**src/rtl/voice_alloc.sv**
```systemverilog
// Polyphonic voice allocator: maps note-on/note-off events onto VOICES voices,
// reusing idle voices first, then releasing ones, then stealing the oldest gated one.
module voice_alloc #(
  parameter int VOICES    = 4,
  parameter int NOTE_BITS = 7,
  parameter int VEL_BITS  = 7
) (
  input  logic                          clk,
  input  logic                          reset,
  input  logic                          ev_valid,
  output logic                          ev_ready,
  input  logic                          ev_on,
  input  logic [NOTE_BITS-1:0]          ev_note,
  input  logic [VEL_BITS-1:0]           ev_velocity,
  input  logic [VOICES-1:0]             voice_active,
  output logic [VOICES-1:0]             gate,
  output logic [VOICES*NOTE_BITS-1:0]   note,
  output logic [VOICES*VEL_BITS-1:0]    velocity
);

  localparam int RW = $clog2(VOICES);

  typedef enum logic [1:0] {IDLE, DECIDE, ASSIGN} state_t;

  state_t               state_q;
  logic                 ready_q;
  logic [VOICES-1:0]    gate_q;
  logic [NOTE_BITS-1:0] note_q [VOICES];
  logic [VEL_BITS-1:0]  vel_q  [VOICES];
  logic [RW-1:0]        rank_q [VOICES];
  logic                 lat_on_q;
  logic [NOTE_BITS-1:0] lat_note_q;
  logic [VEL_BITS-1:0]  lat_vel_q;
  logic [RW-1:0]        target_q;

  logic [VOICES-1:0]    match_vec;
  logic [VOICES-1:0]    idle_vec;
  logic [VOICES-1:0]    rel_vec;

  logic                 match_any, idle_any, rel_any, steal_any;
  logic [RW-1:0]        match_idx, idle_idx, rel_idx, steal_idx;
  logic [RW-1:0]        rel_rank, steal_rank;
  logic [RW-1:0]        target_d;

  genvar gi;
  generate
    for (gi = 0; gi < VOICES; gi++) begin : g_voice
      assign match_vec[gi] = gate_q[gi] && (note_q[gi] == lat_note_q);
      assign idle_vec[gi]  = !gate_q[gi] && !voice_active[gi];
      assign rel_vec[gi]   = !gate_q[gi] && voice_active[gi];
      assign note[gi*NOTE_BITS +: NOTE_BITS]   = note_q[gi];
      assign velocity[gi*VEL_BITS +: VEL_BITS] = vel_q[gi];
    end
  endgenerate

  assign gate     = gate_q;
  assign ev_ready = ready_q;

  // Descending scan leaves the lowest index; ascending scan keeps the highest rank.
  always_comb begin
    match_any  = 1'b0;
    match_idx  = '0;
    idle_any   = 1'b0;
    idle_idx   = '0;
    rel_any    = 1'b0;
    rel_idx    = '0;
    rel_rank   = '0;
    steal_any  = 1'b0;
    steal_idx  = '0;
    steal_rank = '0;
    for (int i = VOICES - 1; i >= 0; i--) begin
      if (match_vec[i]) begin
        match_any = 1'b1;
        match_idx = RW'(i);
      end
      if (idle_vec[i]) begin
        idle_any = 1'b1;
        idle_idx = RW'(i);
      end
    end
    for (int i = 0; i < VOICES; i++) begin
      if (rel_vec[i] && (!rel_any || rank_q[i] > rel_rank)) begin
        rel_any  = 1'b1;
        rel_idx  = RW'(i);
        rel_rank = rank_q[i];
      end
      if (gate_q[i] && (!steal_any || rank_q[i] > steal_rank)) begin
        steal_any  = 1'b1;
        steal_idx  = RW'(i);
        steal_rank = rank_q[i];
      end
    end
  end

  always_comb begin
    if (match_any)     target_d = match_idx;
    else if (idle_any) target_d = idle_idx;
    else if (rel_any)  target_d = rel_idx;
    else               target_d = steal_idx;
  end

  always_ff @(posedge clk or negedge reset) begin
    if (!reset) begin
      state_q    <= IDLE;
      ready_q    <= 1'b1;
      gate_q     <= '0;
      lat_on_q   <= 1'b0;
      lat_note_q <= '0;
      lat_vel_q  <= '0;
      target_q   <= '0;
      for (int i = 0; i < VOICES; i++) begin
        note_q[i] <= '0;
        vel_q[i]  <= '0;
        rank_q[i] <= RW'(i);
      end
    end else begin
      case (state_q)
        IDLE: begin
          if (ev_valid && ready_q) begin
            lat_note_q <= ev_note;
            lat_vel_q  <= ev_velocity;
            // A zero-velocity note-on is a note-off in MIDI running-status practice.
            lat_on_q   <= ev_on && (ev_velocity != '0);
            ready_q    <= 1'b0;
            state_q    <= DECIDE;
          end
        end
        DECIDE: begin
          if (lat_on_q) begin
            target_q <= target_d;
            // Drop a gated target for one cycle so the envelope restarts its attack.
            if (gate_q[target_d]) gate_q[target_d] <= 1'b0;
            state_q <= ASSIGN;
          end else begin
            gate_q  <= gate_q & ~match_vec;
            ready_q <= 1'b1;
            state_q <= IDLE;
          end
        end
        ASSIGN: begin
          gate_q[target_q] <= 1'b1;
          note_q[target_q] <= lat_note_q;
          vel_q[target_q]  <= lat_vel_q;
          for (int i = 0; i < VOICES; i++) begin
            if (RW'(i) == target_q)              rank_q[i] <= '0;
            else if (rank_q[i] < rank_q[target_q]) rank_q[i] <= rank_q[i] + 1'b1;
          end
          ready_q <= 1'b1;
          state_q <= IDLE;
        end
        default: begin
          ready_q <= 1'b1;
          state_q <= IDLE;
        end
      endcase
    end
  end

endmodule

```
**config.mk**
```make
export PLATFORM = sky130hd
export DESIGN_NAME = voice_alloc
export DESIGN_NICKNAME = d
export VERILOG_FILES = /design/src/rtl/voice_alloc.sv
export SDC_FILE = /design/constraint.sdc
export NUM_CORES = 1
export LEC_CHECK = 0
export ABC_AREA = 1
export BUFFER_PORTS_ARGS = -buffer_cell sky130_fd_sc_hd__clkbuf_2
export CAP_MARGIN = 40
export CORE_MARGIN = 2
export CORE_UTILIZATION = 45
export DETAILED_ROUTE_END_ITERATION = 6
export PLACE_DENSITY = 0.76
export SETUP_SLACK_MARGIN = 0.1
export SLEW_MARGIN = 20
export SYNTH_ARGS = -nofsm -noshare
export SYNTH_HDL_FRONTEND = slang
export SYNTH_SLANG_ARGS = --single-unit
```
**constraint.sdc**
```tcl
create_clock -name clk -period 6.38 [get_ports clk]
set_input_delay 1.595 -clock clk [delete_from_list [all_inputs] [get_ports clk]]
set_output_delay 1.595 -clock clk [all_outputs]
set_load 0.01 [all_outputs]
```
==> results.cfg <==
[status]
status = finished with violations
violations = DRC

[setup_path]
crit_arrival_ns = 5.45
crit_path_max_incr_delay_ns = 0.30
worst-setup-path-type = in -> reg
path_max_fanout = 6
crit_slowest_cell = ha_1
cp.required_ns = 6.64
path_common_cell = nand2_1
end_kind = register
start_kind = input pin

[logic_synthesis]
seq_area_frac_synth = 0.473
synth.top_cells.by_count = 166 x nand2_1, 85 x o21ai_0, 83 x dfrtp_1
synth_area_um2 = 4670
postSynthAreaPerCell_um2 = 7.83
yosysMostFrequentCell = nand2_1
syn_inst = 596
synth_top_area_cell = dfrtp_1
synth_seq_cells = 88
synth_top_flop_cell = dfrtp_1
synth_top_cells_by_area = dfrtp_1 44%, nand2_1 13%, o21ai_0 9.1%
syn_nets = 637
synth_top_area_share = 0.445
synthArstFlopShare = 1.00
synth_edf_count = 0
synth_warnings = 0
synth_cell_types = 30

[floorplanning]
fp.dieArea_um2 = 11200
start_util = 0.458
top_level_ports = 83
die_w_um = 106
rows = 37
core-area_um2 = 10200
die_h_um = 106

[global_routing]
grtUsageTotal = 0.224
grt.overflow.total = 0
grt_first_pass_wirelength_um = 19900
grt_pass1_vias = 4245
grt_max_degree = 54
antenna_found_initial = 0

[power]
leakage_nw = 2.87
finalPower_mw = 2.92
pwr_density_cell_nw_per_um2 = 536
irDropWorstVdd_v = 0.000265

[routing]
wirelength_um = 11900
dr.first_iter.drc_count = 311
ant_nets = 0
viasPerCell = 5.21
drcViolationCount = 1
first_pass_iters = 7
routedWlPerCell_um = 14.6
routed-via-count = 4247

[layout]
n_antenna_cell = 0
n_fill_cell = 1008
multi_input_area_um2 = 2110
synthToLayoutAreaGrowth_pct = 16.7
fin_util = 0.535
ff_latch_area_um2 = 2210
drive_gt1_frac = 0.181
nets = 715

[timing]
slew_headroom = 0.558
fmax_mhz = 193
rsz0062_at_grt = no
worst_pin_slew_ns = 0.659
skew_ns = 0.0108
finalMaxSlewViolations = 0
fin_crit_ns = 5.19
fin_tns_setup_ns = 0
hold_viol = 0
period_share = 0.813
setup_viol = 0

[clocking]
clockRootBuffer = clkbuf_8
cts.sinks = 88
clk_latency_ns = 0.37
cts_inserted_buffers = 9
cts_tree = yes
cts.path.max_buffers = 2
ctsHtreeMaxLevel = 3
clkTransAtPathRegs_ns = 0.09
postCtsHoldBufs = 0
cts_resized = 0
post_cts_buffers = 0

[run]
drv_cap = 0

[place]
gp_congestion = 0.903
dpl.hpwl_um = 9160
portBuffers = 82

[min_path]
hold_path.class = reg -> reg
[cell usage in the layout (no fill, tap or decap), drive strengths merged]
master,n
a221oi,2
nand2,172
bufinv,2
nand3,26
dfstp,5
dfrtp,83
xnor2,6
nor4,1
ha,19
o21a,1
o21ai,87
buf,3
xor2,7
o211ai,2
a21oi,29
clkinv,4
clkbuf,91
nand4,7
o22ai,8
o21bai,1
nor3,5
nor2,45
inv,73
[where the power goes]
group	total (mW)	switching (mW)	internal [mW]
registers	1.08	0.246	0.829
clock network	0.443	0.215	0.227
logic	1.40	0.885	0.519
total	2.92	1.35	1.58
[per-layer routing]
metal | GRT usage | vias to the layer above | routed length (um)
met2 | 0.382 | 140 | 5920
met5 | 0 | - | 0
met1 | 0.272 | 1989 | 4900
met3 | 0.0538 | 29 | 742
li1 | - | 2089 | -
met4 | 0.0912 | 0 | 306
[worst max-delay path: cells and delay by family]
kind	cells	cell delay [ns]
simple gates	20	1.53
compound gates	6	0.97
fa+ha+maj	3	0.90
buf+inv	7	0.47
[registers in the layout, indices dropped and copies added (netlist names)]
| signal | cells |
|---|---|
| state_q | 2 |
| target_q | 2 |
| rank_q | 8 |
| ev_ready | 1 |
| lat_vel_q | 7 |
| note | 28 |
| lat_note_q | 7 |
| gate | 4 |
| velocity | 28 |
| lat_on_q | 1 |
[final timing paths]
check | start | endpoint | slack, ns | cells after the start
worst max-delay path | voice_active[0] | gate[2] | 1.19 | 36
worst min-delay path | velocity[24] | velocity[24] | 0.49 | 2
worst max register to register | gate[0] | gate[2] | 1.81 | 36
worst min register to register | velocity[24] | velocity[24] | 0.49 | 2
max in group asynchronous | reset | ev_ready | 4.51 | 2
min in group asynchronous | reset | note[15] | 1.18 | 1
[kinds of logic (layout without fill, tap and decap cells)]
| family | Yosys count | in the layout | synth area share |
|---|---|---|---|
| AOI/OAI and AO/OA | 130 | 130 | 0.145 |
| and+or+nand+nor | 256 | 256 | 0.231 |
| adders and majority gates | 19 | 19 | 0.0509 |
| DFF | 88 | 88 | 0.473 |
| xor gates and xnor gates | 13 | 13 | 0.0244 |
| buffers and inverters | 90 | 173 | 0.0753 |
[cell type report]
| type | count | area share |
|---|---|---|
| repair buffers | 84 | 0.0836 |
| well taps | 136 | 0.0312 |
| clock buffers | 10 | 0.0234 |
| inverters | 73 | 0.0503 |
| clock inverters | 6 | 0.0188 |
| multi-input cells | 418 | 0.387 |
| flip-flops and latches | 88 | 0.405 |
[per-stage QoR]
step                hold slack [ns]  std cells  instance area [um^2]  setup slack (ns)
floorplan                     0.453        596                  4670              1.48
global placement              0.468        797                  5170              1.15
detailed placement            0.474        799                  5220             0.819
CTS                           0.496        815                  5450              1.21
global route                  0.524        815                  5450             0.771
finish                        0.491        815                  5450              1.19
Note: power is estimated with default switching activity, not from simulation.
